File: src/rtl/debounce_pkg.sv
`default_nettype none
// ============================================================================
//  Module   : debounce_pkg
//  Purpose  : Shared types and helpers for the switch debounce block.
//             - dbnc_state_e : debounce FSM state encoding
//             - cnt_width()  : width of the stability counter
//  Revision : 1.0  initial release
// ============================================================================
package debounce_pkg;

  // STABLE_* states hold a settled level.
  // PEND_* states are qualifying a candidate level.
  typedef enum logic [1:0] {
    STABLE_LOW  = 2'd0,
    PEND_HIGH   = 2'd1,
    STABLE_HIGH = 2'd2,
    PEND_LOW    = 2'd3
  } dbnc_state_e;

  // The counter only has to reach cycles-1, so $clog2(cycles) bits are enough.
  // Clamped to 1 so that a degenerate parameter still yields a legal vector.
  function automatic int cnt_width(input int cycles);
    int w;
    w = $clog2(cycles);
    return (w < 1) ? 1 : w;
  endfunction

endpackage
`default_nettype wire

File: src/rtl/sync_2ff.sv
`default_nettype none
// ============================================================================
//  Module   : sync_2ff
//  Purpose  : Generic two-flop synchroniser for asynchronous pad inputs.
//             Reset clears both stages to 0.
//  Ports    : clk    - destination clock
//             rst    - synchronous, active-high reset
//             d_async- asynchronous input (WIDTH bits, each bit independent)
//             q_sync - synchronised output, two clk edges of latency
//  Revision : 1.0  initial release
// ============================================================================
module sync_2ff #(
  parameter int WIDTH = 1
) (
  input  logic             clk,
  input  logic             rst,
  input  logic [WIDTH-1:0] d_async,
  output logic [WIDTH-1:0] q_sync
);

  logic [WIDTH-1:0] meta_q;
  logic [WIDTH-1:0] sync_q;

  // The first stage may go metastable; only the second stage is consumed.
  always_ff @(posedge clk) begin
    if (rst) begin
      meta_q <= '0;
      sync_q <= '0;
    end else begin
      meta_q <= d_async;
      sync_q <= meta_q;
    end
  end

  assign q_sync = sync_q;

endmodule
`default_nettype wire

File: src/rtl/switch_debounce.sv
`default_nettype none
// ============================================================================
//  Module   : switch_debounce
//  Purpose  : Synchronises a raw bouncing switch into the clk domain, then
//             accepts a new level only after DEBOUNCE_CYCLES consecutive
//             stable samples. Produces the clean level, one-cycle rise/fall
//             strobes and a wrapping count of accepted presses.
//  Ports    : clk         - system clock
//             rst         - synchronous, active-high reset
//             d_raw       - raw asynchronous switch/button pad
//             d_clean     - debounced level (feeds the downstream latch d)
//             rise        - one-cycle pulse when d_clean goes 0->1
//             fall        - one-cycle pulse when d_clean goes 1->0
//             press_count - accepted rising edges, wraps modulo 2^CNT_W
//  Revision : 1.0  initial release
// ============================================================================
module switch_debounce
  import debounce_pkg::*;
#(
  parameter int DEBOUNCE_CYCLES = 200000,
  parameter int CNT_W           = 8
) (
  input  logic             clk,
  input  logic             rst,
  input  logic             d_raw,
  output logic             d_clean,
  output logic             rise,
  output logic             fall,
  output logic [CNT_W-1:0] press_count
);

  localparam int STAB_W = cnt_width(DEBOUNCE_CYCLES);
  localparam logic [STAB_W-1:0] STAB_TERM = STAB_W'(DEBOUNCE_CYCLES - 1);

  // --------------------------------------------------------------------------
  // Synchroniser
  // --------------------------------------------------------------------------
  logic s;

  sync_2ff #(
    .WIDTH (1)
  ) u_sync (
    .clk     (clk),
    .rst     (rst),
    .d_async (d_raw),
    .q_sync  (s)
  );

  // --------------------------------------------------------------------------
  // Debounce FSM state and registered outputs
  // --------------------------------------------------------------------------
  dbnc_state_e      state_q,       state_d;
  logic [STAB_W-1:0] stab_cnt_q,   stab_cnt_d;
  logic             d_clean_q,     d_clean_d;
  logic             rise_q,        rise_d;
  logic             fall_q,        fall_d;
  logic [CNT_W-1:0] press_count_q, press_count_d;

  always_ff @(posedge clk) begin
    if (rst) begin
      state_q       <= STABLE_LOW;
      stab_cnt_q    <= '0;
      d_clean_q     <= 1'b0;
      rise_q        <= 1'b0;
      fall_q        <= 1'b0;
      press_count_q <= '0;
    end else begin
      state_q       <= state_d;
      stab_cnt_q    <= stab_cnt_d;
      d_clean_q     <= d_clean_d;
      rise_q        <= rise_d;
      fall_q        <= fall_d;
      press_count_q <= press_count_d;
    end
  end

  always_comb begin
    // Hold everything by default; strobes fall back to 0 every cycle.
    state_d       = state_q;
    stab_cnt_d    = stab_cnt_q;
    d_clean_d     = d_clean_q;
    rise_d        = 1'b0;
    fall_d        = 1'b0;
    press_count_d = press_count_q;

    unique case (state_q)
      STABLE_LOW: begin
        stab_cnt_d = '0;
        if (s) begin
          state_d = PEND_HIGH;
        end
      end

      PEND_HIGH: begin
        if (!s) begin
          // Bounce: discard progress, level unchanged.
          state_d    = STABLE_LOW;
          stab_cnt_d = '0;
        end else if (stab_cnt_q == STAB_TERM) begin
          state_d       = STABLE_HIGH;
          stab_cnt_d    = '0;
          d_clean_d     = 1'b1;
          rise_d        = 1'b1;
          press_count_d = press_count_q + CNT_W'(1);
        end else begin
          stab_cnt_d = stab_cnt_q + STAB_W'(1);
        end
      end

      STABLE_HIGH: begin
        stab_cnt_d = '0;
        if (!s) begin
          state_d = PEND_LOW;
        end
      end

      PEND_LOW: begin
        if (s) begin
          state_d    = STABLE_HIGH;
          stab_cnt_d = '0;
        end else if (stab_cnt_q == STAB_TERM) begin
          state_d    = STABLE_LOW;
          stab_cnt_d = '0;
          d_clean_d  = 1'b0;
          fall_d     = 1'b1;
        end else begin
          stab_cnt_d = stab_cnt_q + STAB_W'(1);
        end
      end

      default: begin
        state_d    = STABLE_LOW;
        stab_cnt_d = '0;
      end
    endcase
  end

  assign d_clean     = d_clean_q;
  assign rise        = rise_q;
  assign fall        = fall_q;
  assign press_count = press_count_q;

endmodule
`default_nettype wire

File: config.mk
export PLATFORM = sky130hd
export DESIGN_NAME = switch_debounce
export DESIGN_NICKNAME = d
export VERILOG_FILES = /design/src/rtl/debounce_pkg.sv /design/src/rtl/sync_2ff.sv /design/src/rtl/switch_debounce.sv
export SDC_FILE = /design/constraint.sdc
export NUM_CORES = 1
export LEC_CHECK = 0
export ABC_CLOCK_PERIOD_IN_PS = 5610
export CAP_MARGIN = 30
export CORE_UTILIZATION = 45
export CTS_CLUSTER_DIAMETER = 200
export DETAILED_ROUTE_END_ITERATION = 8
export PLACE_DENSITY = 0.77
export SLEW_MARGIN = 20
export SYNTH_ARGS = -nofsm -noshare
export SYNTH_HDL_FRONTEND = slang
export SYNTH_SLANG_ARGS = --single-unit
File: constraint.sdc
create_clock -name clk -period 5.61 [get_ports clk]
set_clock_uncertainty 0.05 [all_clocks]
set_input_delay 1.4025 -clock clk [delete_from_list [all_inputs] [get_ports clk]]
set_output_delay 1.4025 -clock clk [all_outputs]
set_load 0.1 [all_outputs]
After elaboration in Yosys (flattened, before gate mapping)
Cells that the tools add are included.

Muxes and demuxes: 17. Equal/unequal tests: 12. Add/subtract/negate cells: 2. Reduce and logical (&&, ||, !) cells: 8. Bitwise logic cells: 3.

Operators with widths (number): $mux W18 (3); $pmux W18 S3 (1); $add A18 B1 Y18 const B (1); $eq A18 B18 Y1 const B (1); $mux W2 (6); $add A8 B1 Y8 const B (1); $ne A2 B2 Y1 const B (4); $pmux W2 S4 (1); $reduce_or A3 Y1 (2); $mux W1 (5); $reduce_and A5 Y1 (1); $eq A2 B2 Y1 const B (2); $ne A2 B1 Y1 const B (2); $reduce_and A4 Y1 (1); $ne A3 B2 Y1 const B (1); $ne A3 B3 Y1 const B (1); $not A1 Y1 (3); $reduce_and A3 Y1 (1); $eq A2 B1 Y1 const B (1); $logic_not A2 Y1 (1); $pmux W1 S2 (1); $reduce_bool A2 Y1 (1); $reduce_or A2 Y1 (1).

Input port bits: 3. Word-level logic and storage cells: 50. Bits in registers: 33.

Longest topological paths before layout
Word-level depth: 4. Gate-level depth with buffers: 6.

Hierarchy
From an unflattened synthesis, not the netlist that was laid out.

Cells, all modules: 173. Area total of the unflattened synthesis: 1582.8 um2.

By module, submodules not included: switch_debounce (times used 1, area each 1530.2 um2, cells an instance 169, sequential area each 620.6 um2); sync_2ff (times used 1, area each 52.6 um2, cells an instance 4, sequential area each 40.0 um2).

Worst setup path after synthesis
OpenSTA, ideal clock, no wires.

Kind: flip-flop to output port. Start point: register press_count_q[0], in the netlist press_count[0]. End point: output port press_count[0]. Buffers on the path: 0. Stages on the path, launching flop included: 1. Path slack: 3.166 ns. Arrival time: 0.991 ns. Data required time: 4.158 ns. Cells stage by stage: dfxtp_1.

RTL lines: start: declaration (line switch_debounce.sv:57) `logic [CNT_W-1:0] press_count_q, press_count_d;`; start signal: assignment (line switch_debounce.sv:73) `press_count_q <= press_count_d;`; end: declaration (line switch_debounce.sv:29) `output logic [CNT_W-1:0] press_count`.

No word-level cell between the ends.

Worst setup path after layout
Start point: register press_count_q[0], in the netlist press_count[0]. End point: output port press_count[0].

No word-level cell between the ends.

==> impl_metrics.ini <==
[worst_setup_path]
cp.buffers_inverters = 1
top_cell_family_by_delay_on_the_critical_path = buffers and inverters
critical_path_start_end_classification = flip-flop to primary output
worst_ep_required_time_ns = 4.16
timing.critical_path.arrival_ns = 1.94
rr_endpoint = press_count[7]$_SDFFE_PP0P_
reg2reg_slack_ns = 3.37
rr_worst_depth = 4
startpoint_type = flip-flop
critPathSlowestCell = clkdlybuf4s50_1
path_cells = clkdlybuf4s50_1
endpoint_kind = primary output
timing.critical_path.slowest_cell_delay_ns = 1.17
critPathLaunch = press_count[0]$_SDFFE_PP0P_
reg_to_reg_startpoint = stab_cnt_q[13]$_SDFF_PP0_
timing.critical_path.fanout_max = 7

[layout]
most_frequent_standard_cell_in_the_layout_excluding_fill_and_tap_cells = dfxtp_1
antenna-diode-count = 0
area.sequential_sq_um = 661
final_cell_area_sq_um = 1720
flow.area_growth_from_synthesis_pct = 13.0
final_cell_mix = dfxtp_1 (33), nor2_1 (23), nand3_1 (13), clkdlybuf4s50_1 (13), nor3_1 (10)
finish.net_count = 194
nFillCells = 306
fraction_of_layout_cells_with_a_size_suffix_above_1_pct = 9.47
multi_input_comb_area_sq_um = 797

[clock_network]
path_clk_slew_ns = 0.10
clk_root_buffer_cell = clkbuf_4
depth_of_the_cts_h_tree = 2
clk_path_buf_depth = 2
cts_tree = built
cts_buffers = 5
postCtsSetupBuffers = 0
ctsResizeCount = 0
clkSinkCount = 33
cts_hold_buffers = 0
worstSkewPairLatency_ns = 0.34

[floorplan]
die_area_sq_um = 3630
std_cell_rows = 20
overall_die_width_um = 60.2
num_io_pins = 14
initial_utilization_pct = 48.8
fp.coreArea_sq_um = 3130
die-height_um = 60.2

[logic_synthesis]
post_synth_num_cell_types = 32
synthesis_warnings = 0
syn_area_per_cell_sq_um = 8.72
synth_sequential_area_ratio_pct = 43.3
synthesized_net_count = 180
yosys_register_bits = 33
netlist_instances = 175
netlist_area_sq_um = 1530

[sta]
max_freq_mhz = 295
timing.final.crit_period_ns = 3.39
timing.slew.headroom_pct = 35.0
worst_slew_pin_slew_ns = 0.972
timing.setup.tns_ns = 0
final_max_slew_viol_count = 0
grt_setup_unrepaired = false
setup_viol = 0
timing.final.crit_share_pct = 60.4
timing_hold_violations_final = 0

[hold_path]
worst_hold_path_endpoint = u_sync.q_sync$_SDFF_PP0_
worst_hold_startpoint = u_sync.meta_q$_SDFF_PP0_
worst_hold_path_type = flip-flop to flip-flop
count_of_cells_along_the_worst_hold_path = 1

[detailed_routing]
viasPerCell = 5.46
ant_nets = 0
first_pass_iters = 4
drt_drc_violations_left = 0
route.final.wire_length_mm = 2.86
route.detailed.wl_per_inst_um = 12.2
vias = 1278
initialDrtViolationCount = 71

[placed_design]
postPlaceCellArea_sq_um = 1670
place_hpwl_mm = 2.04
portBuffers = 13
gpl.final_weighted_congestion = 0.813

[global_routing]
grt_pass1_wl_mm = 5.09
grt_use_total_pct = 19.4
grt_pass1_vias = 1231
gr-total-overflow = 0
groute.layer.met1.usage_pct = 21.0
global_route.usage.met3_pct = 4.55
grt_start_max_net_pins = 22
gr-usage-met2_pct = 33.8
most_used_layer_global_route = met2
grt_antenna_before_repair = 0

[run_status]
run_status = finished, final reports clean

[job]
max_cap_violation_count = 0

[power_and_ir_drop]
fin_total_pwr_uw = 378
power.density_cell_area_nw_per_um2 = 219
static-leakage-power_uw = 0.000525
peakVddDrop_mv = 0.180
metal layers:
layer	up-vias	part of all wire (%)
met5	-	0
met3	8	3.6
li1	649	-
met4	0	2.4
met1	593	45
met2	28	49
area by class of cell:
type | instances | area share, %
Multi-Input combinational cell | 128 | 46.2
Sequential cell | 33 | 38.3
Inverter | 8 | 1.74
Clock inverter | 2 | 0.581
Clock buffer | 6 | 2.39
Tap cell | 44 | 3.19
Timing Repair Buffer | 13 | 7.55
sequential cells by signal (all words and copies together) (netlist names), named ones only:
name / count
rise: 1
stab_cnt_q: 18
u_sync.q_sync: 1
fall: 1
press_count: 8
d_clean: 1
u_sync.meta_q: 1
state_q: 1
logic make-up (layout without fill, tap and decap cells):
kind of cell	Yosys count	in the layout	synth area share, %
AOI/OAI and AO/OA	19	19	8.37
xor gates and xnor gates	12	12	6.89
adders and majority gates	2	2	1.64
buffers and inverters	14	29	4.43
DFF	33	33	43.3
muxes	6	6	4.43
and+or+nand+nor	89	89	30.9
report_power, final:
group | switching (uW) | internal (uW) | leakage, uW
Combinational | 8.90 | 4.55 | 0.000227
Clock | 79.8 | 47.7 | 0.0000320
Sequential | 1.36 | 236 | 0.000266
Total | 90.1 | 288 | 0.000525
per-stage QoR:
step | setup WS [ns] | hold WS [ns] | utilization (%) | instances
after floorplan | 3.17 | 0.364 | - | 175
after global placement | 2.60 | 0.382 | 53.5 | 226
after detailed placement | 2.53 | 0.398 | 53.5 | 226
after CTS | 2.20 | 0.413 | 55.1 | 234
after global routing | 2.15 | 0.437 | 55.1 | 234
final | 2.22 | 0.407 | 55.1 | 234
synthesized netlist by cell type:
| cell | number | area (sq um) |
|---|---|---|
| mux2_2 | 6 | 67.6 |
| inv_1 | 8 | 30.0 |
| or3_1 | 4 | 25.0 |
| nand4b_1 | 1 | 8.76 |
| nand3_1 | 13 | 65.1 |
| and3_1 | 2 | 12.5 |
| dfxtp_1 | 33 | 661 |
| and2_1 | 1 | 6.26 |
| nand4_1 | 5 | 31.3 |
| or2_0 | 1 | 6.26 |
| a31oi_1 | 1 | 6.26 |
| or2_2 | 1 | 6.26 |
| buf_6 | 2 | 22.5 |
| a31o_2 | 2 | 17.5 |
| nand2_1 | 8 | 30.0 |
| nor3_1 | 10 | 50.1 |
| clkbuf_1 | 4 | 15.0 |
| xnor2_1 | 9 | 78.8 |
| or4_1 | 3 | 22.5 |
| or4_4 | 1 | 11.3 |
| o211ai_4 | 1 | 21.3 |
| o31ai_1 | 3 | 22.5 |
| nand4bb_1 | 1 | 11.3 |
| nor2b_1 | 9 | 56.3 |
| xor2_1 | 3 | 26.3 |
| nor4_1 | 4 | 25.0 |
| nor2_1 | 23 | 86.3 |
| o21ai_0 | 4 | 20.0 |
| and4_1 | 1 | 8.76 |
| ha_1 | 2 | 25.0 |
| and3b_1 | 1 | 8.76 |
| a21oi_1 | 8 | 40.0 |
how the worst max path moves through the flow:
stage                                     endpoint  slack (ns)  cells past startpoint
after global routing                press_count[0]        2.15                      1
final                               press_count[0]        2.22                      1
after floorplan                     press_count[0]        3.17                      0
after detailed placement  stab_cnt_q[2]$_SDFF_PP0_        2.53                      4
after CTS                           press_count[0]        2.20                      1
after global placement              press_count[0]        2.60                      1
Note: power is estimated with default switching activity, not from simulation.
